==> src/rtl/vid_bytestream_src.sv <==
// vid_bytestream_src: packs an LSB-first byte stream into pixels and plays them out as a timed di/de/hs/vs video stream.
// Optional build macro VID_SRC_STALL_EN: a missing pixel stalls the active line instead of emitting a blank pixel.
`default_nettype none
module vid_bytestream_src #(
  parameter int PIXEL_BYTES = 3,
  parameter int DIM_W       = 13,
  parameter int FRM_W       = 16
) (
  input  logic                     clk,
  input  logic                     rst_n,
  input  logic [DIM_W-1:0]         cfg_width,
  input  logic [DIM_W-1:0]         cfg_height,
  input  logic [DIM_W-1:0]         cfg_hblank,
  input  logic [DIM_W-1:0]         cfg_vblank,
  input  logic [FRM_W-1:0]         cfg_frames,
  input  logic                     start,
  input  logic [7:0]               s_data,
  input  logic                     s_valid,
  output logic                     s_ready,
  output logic [8*PIXEL_BYTES-1:0] di_o,
  output logic                     de_o,
  output logic                     hs_o,
  output logic                     vs_o,
  output logic                     busy,
  output logic                     done,
  output logic                     underrun
);
  localparam int PW   = 8 * PIXEL_BYTES;
  localparam int BC_W = (PIXEL_BYTES > 1) ? $clog2(PIXEL_BYTES) : 1;
  localparam logic [BC_W-1:0]  BC_LAST = BC_W'(PIXEL_BYTES - 1);
  localparam logic [DIM_W-1:0] DIM_ONE = DIM_W'(1);
  localparam logic [FRM_W-1:0] FRM_ONE = FRM_W'(1);

  localparam logic [1:0] S_IDLE   = 2'd0;
  localparam logic [1:0] S_VBLANK = 2'd1;
  localparam logic [1:0] S_ACTIVE = 2'd2;
  localparam logic [1:0] S_HBLANK = 2'd3;

  logic [1:0]       state;
  logic [DIM_W-1:0] cnt, line;
  logic [DIM_W-1:0] l_width, l_height, l_hblank, l_vblank;
  logic [FRM_W-1:0] frame_cnt, l_frames;
  logic             fin, run;

  logic [BC_W-1:0]  bcnt;
  logic [PW-1:0]    asm_q, asm_full, pix;
  logic             pix_vld;

  logic             consume, byte_last, accept, advance;
  logic [DIM_W-1:0] hb_eff;
  logic [FRM_W-1:0] frame_nxt;
  logic [1:0]       frame_entry;

  assign consume     = (state == S_ACTIVE) && pix_vld;
  assign byte_last   = (bcnt == BC_LAST);
  // run keeps s_ready low for the cycle a reset is being applied.
  assign s_ready     = run && (!byte_last || !pix_vld || consume);
  assign accept      = s_valid && s_ready;
  assign hb_eff      = (l_hblank == '0) ? DIM_ONE : l_hblank;
  assign frame_nxt   = frame_cnt + FRM_ONE;
  assign frame_entry = (l_vblank == '0) ? S_ACTIVE : S_VBLANK;

`ifdef VID_SRC_STALL_EN
  assign advance = pix_vld;
`else
  assign advance = 1'b1;
`endif

  always_comb begin
    asm_full = asm_q;
    asm_full[{bcnt, 3'b000} +: 8] = s_data;
  end

  always_ff @(posedge clk) begin
    if (!rst_n) begin
      bcnt    <= '0;
      asm_q   <= '0;
      pix     <= '0;
      pix_vld <= 1'b0;
    end else if (accept && byte_last) begin
      // A consume in the same cycle is covered: the new pixel replaces it.
      pix     <= asm_full;
      pix_vld <= 1'b1;
      bcnt    <= '0;
    end else begin
      if (consume) pix_vld <= 1'b0;
      if (accept) begin
        asm_q <= asm_full;
        bcnt  <= bcnt + 1'b1;
      end
    end
  end

  always_ff @(posedge clk) begin
    if (!rst_n) begin
      state     <= S_IDLE;
      cnt       <= '0;
      line      <= '0;
      frame_cnt <= '0;
      l_width   <= '0;
      l_height  <= '0;
      l_hblank  <= '0;
      l_vblank  <= '0;
      l_frames  <= '0;
      fin       <= 1'b0;
      run       <= 1'b0;
    end else begin
      run <= 1'b1;
      fin <= 1'b0;
      case (state)
        S_IDLE: if (start) begin
          l_width   <= cfg_width;
          l_height  <= cfg_height;
          l_hblank  <= cfg_hblank;
          l_vblank  <= cfg_vblank;
          l_frames  <= cfg_frames;
          cnt       <= '0;
          line      <= '0;
          frame_cnt <= '0;
          state     <= (cfg_vblank == '0) ? S_ACTIVE : S_VBLANK;
        end
        S_VBLANK: if (cnt == l_vblank - DIM_ONE) begin
          cnt   <= '0;
          state <= S_ACTIVE;
        end else cnt <= cnt + DIM_ONE;
        S_ACTIVE: if (advance) begin
          if (cnt == l_width - DIM_ONE) begin
            cnt   <= '0;
            state <= S_HBLANK;
          end else cnt <= cnt + DIM_ONE;
        end
        S_HBLANK: if (cnt == hb_eff - DIM_ONE) begin
          cnt <= '0;
          if (line == l_height - DIM_ONE) begin
            line      <= '0;
            frame_cnt <= frame_nxt;
            if (l_frames != '0 && frame_nxt == l_frames) begin
              state <= S_IDLE;
              fin   <= 1'b1;
            end else state <= frame_entry;
          end else begin
            line  <= line + DIM_ONE;
            state <= S_ACTIVE;
          end
        end else cnt <= cnt + DIM_ONE;
        default: state <= S_IDLE;
      endcase
    end
  end

  // Output stage shows the role of the previous cycle's state.
  always_ff @(posedge clk) begin
    if (!rst_n) begin
      vs_o     <= 1'b0;
      hs_o     <= 1'b0;
      de_o     <= 1'b0;
      di_o     <= '0;
      busy     <= 1'b0;
      done     <= 1'b0;
      underrun <= 1'b0;
    end else begin
      vs_o <= (state == S_VBLANK);
      hs_o <= (state == S_HBLANK);
      de_o <= (state == S_ACTIVE) && advance;
      di_o <= consume ? pix : '0;
      busy <= (state != S_IDLE);
      done <= fin;
      if (state == S_IDLE && start)           underrun <= 1'b0;
      else if (state == S_ACTIVE && !pix_vld) underrun <= 1'b1;
    end
  end
endmodule
`default_nettype wire

==> config.mk <==
export PLATFORM = sky130hd
export DESIGN_NAME = vid_bytestream_src
export DESIGN_NICKNAME = d
export VERILOG_FILES = /design/src/rtl/vid_bytestream_src.sv
export SDC_FILE = /design/constraint.sdc
export NUM_CORES = 1
export LEC_CHECK = 0
export CORE_MARGIN = 2
export CORE_UTILIZATION = 32
export CTS_CLUSTER_SIZE = 16
export DETAILED_ROUTE_END_ITERATION = 6
export HOLD_SLACK_MARGIN = 0.05
export PLACE_DENSITY = 0.47
export SYNTH_ARGS = -nofsm -noshare
export SYNTH_HDL_FRONTEND = slang
export SYNTH_SLANG_ARGS = --single-unit
==> constraint.sdc <==
create_clock -name clk -period 4.9 [get_ports clk]
set_input_delay 0.735 -clock clk [delete_from_list [all_inputs] [get_ports clk]]
set_output_delay 0.735 -clock clk [all_outputs]
set_load 0.005 [all_outputs]
# Word-level counts from Yosys, hierarchy flattened

Cells that the tools add are included.
Widths: inputs -> output; s select.

Add/sub/neg operators: 9
Equality and inequality tests: 14
Shifts and indexed selects: 2
Mux-type cells: 27
Bitwise operators: 2
Reductions and logical operators: 28

Operators by type and width:

| kind                   | count |
|---|---|
| $mux 13                | 7 |
| $eq 13x13->1           | 4 |
| $pmux 13 s4            | 1 |
| $sub 13x1->13 const B  | 4 |
| $mux 16                | 3 |
| $logic_not 13->1       | 3 |
| $pmux 16 s2            | 1 |
| $add 13x1->13 const B  | 2 |
| $pmux 13 s2            | 1 |
| $bwmux 24              | 1 |
| $shift 8x7->24 const A | 1 |
| $shiftx 8x7->24        | 1 |
| $add 16x1->16 const B  | 1 |
| $eq 16x16->1           | 1 |
| $mux 2                 | 8 |
| $reduce_bool 16->1     | 1 |
| $reduce_and 4->1       | 3 |
| $ne 2x2->1 const B     | 4 |
| $pmux 2 s4             | 1 |
| $logic_and 1x1->1      | 7 |
| $neg 5->7              | 1 |
| $eq 2x2->1 const B     | 3 |
| $reduce_and 2->1       | 3 |
| $reduce_bool 2->1      | 3 |
| other kinds (10)       | 17 |

Flip-flop bits (word level): 195
Input bits: 80
Output and inout bits: 31
Word-level logic and storage cells: 104

# Depth between registers and ports, before layout

Gate-level depths: netlist (run 1).

Word-level depth: 9
Gate-level depth with buffers: 14
Mapped depth without buffers: 11

# Least setup slack after synthesis (run 1)

Ideal clock, no wire load.

Path type: reg-to-reg
Start: register l_hblank[5]
End: register line[5]
Setup time: 0.073 ns
Arrival: 3.443 ns
Required time: 4.827 ns
Setup slack: 1.385 ns
Cell stages (with the launch flop): 15
Buffers on the path: 3
Clock period less this slack: 3.515 ns
Path through: dfxtp_1 > clkbuf_1 > or4_4 > o31a_1 > ha_1 > or3b_2 > or3_1 > o221a_2 > nor4_2 > and4_1 > buf_6 > a21oi_2 > buf_6 > or4_1 > a21oi_1

Longest elaborated chain between the ends: 6

RTL lines:

| what                           | RTL line | source |
|---|---|---|
| start: declaration             | 41       | `logic [DIM_W-1:0] l_width, l_height, l_hblank, l_vblank;` |
| start signal: assignment       | 114      | `l_hblank <= cfg_hblank;` |
| $logic_not 13->1               | 59       | `assign hb_eff = (l_hblank == '0) ? DIM_ONE : l_hblank;` |
| $mux 13 (*)                    | 59       |  |
| $sub 13x1->13 (*)              | 132      | `S_HBLANK: if (cnt == hb_eff - DIM_ONE) begin` |
| $eq 13x13->1 (*)               | 132      |  |
| $ne 2x2->1 (no line) (*)       | --       |  |
| $reduce_and 3->1 (no line) (*) | --       |  |
| end signal: assignment         | 142      | `line <= line + DIM_ONE;` |
| end: declaration               | 40       | `logic [DIM_W-1:0] cnt, line;` |

Mark *: on every way between the ends. The rest lies on a longest branch, timed or not.
A chain may end at the register's enable or synchronous reset.

# Worst setup path in the final report (run 1)

Start: register l_hblank[7]
End: register frame_cnt[2]

Longest elaborated chain between the ends: 6

RTL lines:

| what                           | RTL line | source |
|---|---|---|
| $logic_not 13->1               | 59       |  |
| $mux 13 (*)                    | 59       |  |
| $sub 13x1->13 (*)              | 132      |  |
| $eq 13x13->1 (*)               | 132      |  |
| $ne 2x2->1 (no line) (*)       | --       |  |
| $reduce_and 4->1 (no line) (*) | --       |  |
| end signal: assignment         | 136      | `frame_cnt <= frame_nxt;` |
| end: declaration               | 42       | `logic [FRM_W-1:0] frame_cnt, l_frames;` |

Marked as above.

==> results of run 1 <==
[state kept, by name, summed over array words and instances (netlist names), 2 cells and up]
| register | count |
|---|---|
| l_width | 13 |
| pix | 24 |
| frame_cnt | 16 |
| cnt | 13 |
| l_frames | 16 |
| bcnt | 2 |
| asm_q | 16 |
| di_o | 24 |
| line | 13 |
| l_vblank | 13 |
| state | 2 |
| l_hblank | 13 |
| l_height | 13 |
[tightest hold or removal path, cell delays in order, from the launching register on]
cell and delay (ns):
dfxtp_1 0.31, nand2_1 0.05, a21oi_1 0.05
[cells in the mapped netlist (8+ instances only)]
library cell	instances	share of area, %
nand4_1	17	1.1
a21oi_1	136	7.1
a31oi_1	12	0.79
nor2_1	90	3.5
o21ai_0	22	1.2
ha_1	11	1.4
xnor2_1	60	5.5
dfxtp_1	187	39
a211oi_1	38	3.0
inv_1	23	0.91
nor4_1	23	1.5
and3_1	33	2.2
nor2b_1	21	1.4
nor3_1	23	1.2
nand2b_1	8	0.52
clkbuf_1	76	3.0
nand2_1	209	8.2
and2_1	10	0.66
nand3_1	42	2.2
o211ai_1	10	0.79
or4_1	9	0.71
or3_1	13	0.85
xor2_1	31	2.8
[final cells by class]
class                      count  area share [%]
multi-input combinational    922            46.6
clock buffer                  17            3.69
tap                          390            4.23
sequential                   187            32.5
inverter                      24           0.803
timing repair buffer         125            10.5
clock inverter                15            1.63
[report_power, final]
group	internal, W	total, W	leakage (nW)	switching, W
Sequential	0.00166	0.00188	1.52	0.000220
Combinational	0.000645	0.00153	2.27	0.000888
Clock	0.000697	0.00141	0.293	0.000715
Total	0.00300	0.00482	4.08	0.00182
[metrics by stage]
step,cells,hold WS [ns],total power (W),area (µm²),utilization [%]
CTS,1680,0.452,0.00488,11500,39.1
detailed placement,1648,0.441,0.00345,10900,37.0
finish,1680,0.453,0.00482,11500,39.1
global route,1680,0.470,0.00514,11500,39.1
global placement,1648,0.436,0.00344,10900,37.0
floorplan,1218,0.412,0.00299,9540,-
[metal layers]
metal,track usage [%],vias up,share of wire [%]
met4,5.89,0,1.8
met5,0,-,0
met1,24.2,4057,50
met2,28.1,171,45
li1,-,4415,-
met3,2.77,31,3.6
[path summary, 6_finish.rpt]
kind                                  from                   endpoint  slack [ns]  cells past startpoint
setup / recovery  l_hblank[7]$_SDFFE_PN0P_  frame_cnt[2]$_SDFFE_PN0P_        0.74                     11
hold / removal        pix[22]$_SDFFE_PN0P_       pix[22]$_SDFFE_PN0P_        0.45                      2
setup reg to reg  l_hblank[7]$_SDFFE_PN0P_  frame_cnt[2]$_SDFFE_PN0P_        0.74                     11
hold reg to reg       pix[22]$_SDFFE_PN0P_       pix[22]$_SDFFE_PN0P_        0.45                      2
[cells by family after synthesis]
kind of cell / share of synthesized area [%]
AND/OR/NAND/NOR: 27.8
AO/OA/AOI/OAI: 18.2
flip-flops: 39.2
buffers and inverters: 4.54
XOR/XNOR: 8.36
adder cells (fa/ha/maj): 1.44
multiplexers: 0.433
==> results by group, run 1 <==
Detailed routing
  • Drt first pass iters: 5
  • Vias: 8674
  • Antenna viol nets, final: 0
  • Post-Route WL: approximately 27 mm
  • Initial DRC Count: 533
  • Post-DR vias/cell: 5.16
  • DRC: 0
  • DR WL/cell: 16.2 µm

Global routing
  • GRT Total Usage: 17.6%
  • Via count of the first global-routing pass: 8150
  • Largest net degree at the start of global routing: 58
  • Final global-route overflow total: 0
  • Initial antenna violation count: 0
  • First-pass GRT wire length: 44.1 mm

Setup path
  • Largest stage delay on the critical path: 0.56 ns
  • Worst endpoint required time: 5.27 ns
  • CP Buf/Inv Count: 0
  • Crit-path max FO: 14
  • Crit Path Class: register to register
  • Crit path max-delay family: simple AND/OR/NAND/NOR gates
  • Worst path cell trace: or4_4, o31a_1, ha_1, nor3b_1, o2111ai_1, o221a_2, nor4_2, and4_1, o211ai_2, or3b_2, a21oi_1
  • Critical Path End Type: register
  • Setup crit start kind: register
  • CP max stage cell: or3b_2
  • Worst EP arrival: ~4.5 ns

Power and ir drop
  • Peak VDD IR: 0.000231 V
  • P_leak: 4.08 nW
  • Power per cell area: 419 mW/mm²

Logic synthesis
  • Synth Cell Area: 0.00954 mm²
  • Register bit total from synthesis: 187
  • Synth unique cells: 72
  • EDFF count, synth: 0
  • Sequential element share of the synthesized area: 39.2%
  • Syn Area/Cell: 7.83 µm²
  • Synth warnings: 0
  • Post-Syn Instances: 1218
  • Asr flop ratio synth: 0%
  • Main synth FF type: dfxtp_1
  • Synthesized Nets: roughly 1300

Timing
  • RSZ-0062 raised after global routing: false
  • Final setup viols: 0
  • Min Tclk post-route: about 4.2 ns
  • Setup TNS: 0 ns
  • Fmax: 241 MHz
  • Worst Clk Skew: between 0.015 and 0.02 ns
  • Final WS setup: 0.744 ns
  • Hold Vio Cnt, Final: 0
  • Slew Viols, Final: 0
  • Final period utilization: 84.8%
  • Worst slew margin: 19.2%
  • Slew @ Worst Pin: approximately 1.2 ns

Clocking
  • CTS tree: done
  • Max Root-Sink Buffers: 2
  • # resized after CTS: 0
  • Number of post-CTS setup repair buffers: 0
  • Number of CTS-inserted buffers: 17
  • Hold_buf cts: 0
  • H-tree Lvls: 4
  • Worst-skew pair later-pin latency: 0.44 ns
  • Root Buffer: clkbuf_16
  • Worst-path clk slew: about 0.080 ns
  • CTS Sinks: 187

Final layout
  • Multi-input logic area: 0.00537 mm²
  • Fill cells: 3072
  • Fin nets: 1368
  • Commonest non-fill, non-tap cell in the layout: nand2_1
  • Fraction of layout instances using a drive strength above 1: 5.12%
  • Diode count: 0
  • Sequential Area: 0.00374 mm²
  • Commonest non-fill, non-tap cells in the layout: nand2_1 (208), dfxtp_1 (187), a21oi_1 (136), clkdlybuf4s50_1 (110), nor2_1 (89)
  • Layout Area Growth over Synthesis: 20.8%

Floorplan
  • Core footprint: 0.0295 mm²
  • Row count: 63
  • Starting density of the core: between 30% and 40%
  • Die Height: 177 µm
  • Die area: 0.0312 mm²
  • Die Width: 177 µm
  • # IOs: 111

Placed design
  • Gpl congestion: around 0.84
  • Worst slack at placement: 0.788 ns
  • Port Buf Inserts: 110
  • DP HPWL: 19.4 mm

Run
  • Max cap viols: 0

Outcome
  • Status: finished, final reports clean

Worst hold path
  • Hold/Removal Path Class: register to register
Note: power is estimated with default switching activity, not from simulation.
==> run 2, diff against run 1 <==
Settings changed: PLACE_DENSITY 0.47 to 0.48.
Clock period 4.9 ns to 3.55 ns, I/O delays scaled along.
==> run 2 against run 1 <==
Net effect: routed wire length grew 1.6%; global-route usage grew 0.33 points; clock power up 42%; total power is 45% higher; critical endpoint is now frame_cnt[4]$_SDFFE_PN0P_; clock skew increased by 0.0052 ns; sequential power rose by 36%; setup slack got worse by 0.59 ns.
==> results by group, run 2 (same netlist as run 1, synthesis figures left out) <==
Outcome
  • Status: finished, final reports clean (unchanged)

Final layout
  • Commonest non-fill, non-tap cell in the layout: nand2_1 (unchanged)
  • Fin nets: 1417 (was 1368)
  • Fraction of layout instances using a drive strength above 1: 9.71% (was 5.12%)
  • Layout Area Growth over Synthesis: 25.8% (was 20.8%)
  • Commonest non-fill, non-tap cells in the layout: nand2_1 (208), dfxtp_1 (186), a21oi_1 (136), clkdlybuf4s50_1 (110), nor2_1 (89) (was nand2_1 (208), dfxtp_1 (187), a21oi_1 (136), clkdlybuf4s50_1 (110), nor2_1 (89))
  • Biggest regs: di_o x24, pix x24 (unchanged)
  • Diode count: 0 (unchanged)

Detailed routing
  • DR WL/cell: 16.0 µm (was 16.2 µm)
  • Post-Route WL: 27.7 mm (was 27.2 mm)
  • DRC: 0 (unchanged)
  • Vias: 8810 (was 8674)
  • Drt first pass iters: 5 (unchanged)
  • Post-DR vias/cell: 5.10 (was 5.16)
  • Initial DRC Count: 627 (was 533)
  • Antenna viol nets, final: 0 (unchanged)

Timing
  • Fmax: 294 MHz (was 241 MHz)
  • Final WS setup: 0.150 ns (was 0.744 ns)
  • WHS: 0.450 ns (was 0.453 ns)
  • Hold Vio Cnt, Final: 0 (unchanged)
  • RSZ-0062 raised after global routing: true (was false)
  • Final setup viols: 0 (unchanged)
  • Slew Viols, Final: 0 (unchanged)
  • Slew @ Worst Pin: 1.16 ns (was 1.21 ns)
  • Worst Clk Skew: 0.0225 ns (was 0.0172 ns)
  • Min Tclk post-route: 3.40 ns (was 4.16 ns)
  • Final period utilization: 95.8% (was 84.8%)
  • Worst slew margin: 21.4% (was 19.2%)

Setup path
  • Worst Setup SP: l_hblank[12]$_SDFFE_PN0P_ (was l_hblank[7]$_SDFFE_PN0P_)
  • R2R Path End: frame_cnt[4]$_SDFFE_PN0P_ (was frame_cnt[2]$_SDFFE_PN0P_)
  • Reg2Reg Setup Slack: 0.15 ns (was 0.74 ns)
  • Critical Path End Type: register (unchanged)
  • Worst EP arrival: 3.77 ns (was 4.53 ns)
  • Crit Path Class: register to register (unchanged)
  • Worst endpoint required time: 3.92 ns (was 5.27 ns)
  • Reg2Reg Depth: 12 (was 11)
  • Setup crit start kind: register (unchanged)
  • Crit-path max FO: 4 (was 14)
  • RR Startpoint: l_hblank[12]$_SDFFE_PN0P_ (was l_hblank[7]$_SDFFE_PN0P_)

Global routing
  • GRT Total Usage: 18.0% (was 17.6%)
  • Largest net degree at the start of global routing: 56 (was 58)
  • Initial antenna violation count: 0 (unchanged)
  • First-pass GRT wire length: 44.8 mm (was 44.1 mm)
  • Via count of the first global-routing pass: 8172 (was 8150)
  • Final global-route overflow total: 0 (unchanged)

Clocking
  • Number of CTS-inserted buffers: 17 (unchanged)
  • CTS tree: done (unchanged)
  • Max Root-Sink Buffers: 2 (unchanged)
  • CTS Sinks: 187 (unchanged)
  • Worst-skew pair later-pin latency: 0.45 ns (was 0.44 ns)
  • Root Buffer: clkbuf_16 (unchanged)
  • H-tree Lvls: 4 (unchanged)
  • Worst-path clk slew: 0.08 ns (about the same)

Placed design
  • Worst slack at placement: -0.0319 ns (was 0.788 ns)
  • Port Buf Inserts: 110 (unchanged)
  • Gpl congestion: 0.824 (was 0.843)
  • DP HPWL: 19.9 mm (was 19.4 mm)

Floorplan
  • Die Height: 177 µm (unchanged)
  • Core footprint: 0.0295 mm² (unchanged)
  • # IOs: 111 (unchanged)
  • Row count: 63 (unchanged)
  • Die area: 0.0312 mm² (unchanged)
  • Starting density of the core: 32.4% (unchanged)
  • Die Width: 177 µm (unchanged)

Run
  • Max cap viols: 0 (unchanged)

Power and ir drop
  • Total Power: 0.00699 W (was 0.00482 W)
  • Power per cell area: 583 mW/mm² (was 419 mW/mm²)
  • P_leak: 4.34 nW (was 4.08 nW)
  • Peak VDD IR: 0.000293 V (was 0.000231 V)

Worst hold path
  • Worst Hold End: pix[17]$_SDFFE_PN0P_ (was pix[22]$_SDFFE_PN0P_)
  • Worst hold path depth: 2 (unchanged)
  • Hold Path Origin: pix[17]$_SDFFE_PN0P_ (was pix[22]$_SDFFE_PN0P_)
  • Hold/Removal Path Class: register to register (unchanged)
## run 2: cell count changes in the layout (fill, tap and decap cells not counted), sizes merged
cell,delta
a21oi,+1
buf,+48
clkinvlp,+1
inv,-1
## run 2: metrics by stage
stage | cell area [µm²] | setup TNS, ns | instances | util [%]
final | 12000 | 0 | 1729 | 40.7
after global routing | 12000 | -0.0725 | 1729 | 40.7
after detailed placement | 11200 | -0.0866 | 1690 | 38.1
after CTS | 11800 | 0 | 1722 | 40.2
after floorplan | 9540 | 0 | 1218 | -
after global placement | 11200 | 0 | 1690 | 38.1
## run 2: critical path, cell delays in order, from the launching register on
cell and delay [ns]:
dfxtp_1 0.32, or4_4 0.53, o31a_1 0.33, ha_2 0.21
xor2_2 0.19, xnor2_2 0.17, nand3_2 0.13, nor4_4 0.29
and4_4 0.30, buf_4 0.14, o22ai_1 0.13, or4b_1 0.52
o21ai_0 0.08
## run 2: final cells by class
cell class,instances,area [µm²]
Multi-Input combinational cell,923,5470
Timing Repair Buffer,173,1580
Fill cell,3121,17500
Tap cell,390,488
Sequential cell,187,3740
Inverter,24,92.6
Clock inverter,15,194
Clock buffer,17,425
## run 2: report_power, final
| part | internal, W | total, W | leakage (nW) | switching (W) |
|---|---|---|---|---|
| logic | 0.00108 | 0.00245 | 2.53 | 0.00136 |
| registers | 0.00229 | 0.00255 | 1.52 | 0.000260 |
| clock network | 0.000967 | 0.00200 | 0.291 | 0.00103 |
## run 2: what timing repair did
action                                  4_1_cts  5_1_grt
pin swaps                                     0       13
endpoints found under the setup margin        7       34
cloned                                        0        1
hold buffers                                  0        0
gates resized for setup                       2       22
buffers inserted                              0        6
## run 2: per-layer routing
layer  GRT usage [%]  wire (µm)
met3            2.53       1060
met5               0          0
met4            4.55        278
met2            28.0      12100
met1            25.9      14200
## run 2: worst max path at each step
stage                                      to  slack [ns]  depth (start not counted)
finish              frame_cnt[4]$_SDFFE_PN0P_        0.15                         12
CTS                     line[12]$_SDFFE_PN0P_       0.003                         12
floorplan                line[5]$_SDFFE_PN0P_        0.03                         14
detailed placement      line[12]$_SDFFE_PN0P_       -0.03                         12
global route             line[9]$_SDFFE_PN0P_       -0.04                         12
global placement        line[12]$_SDFFE_PN0P_        0.02                         12
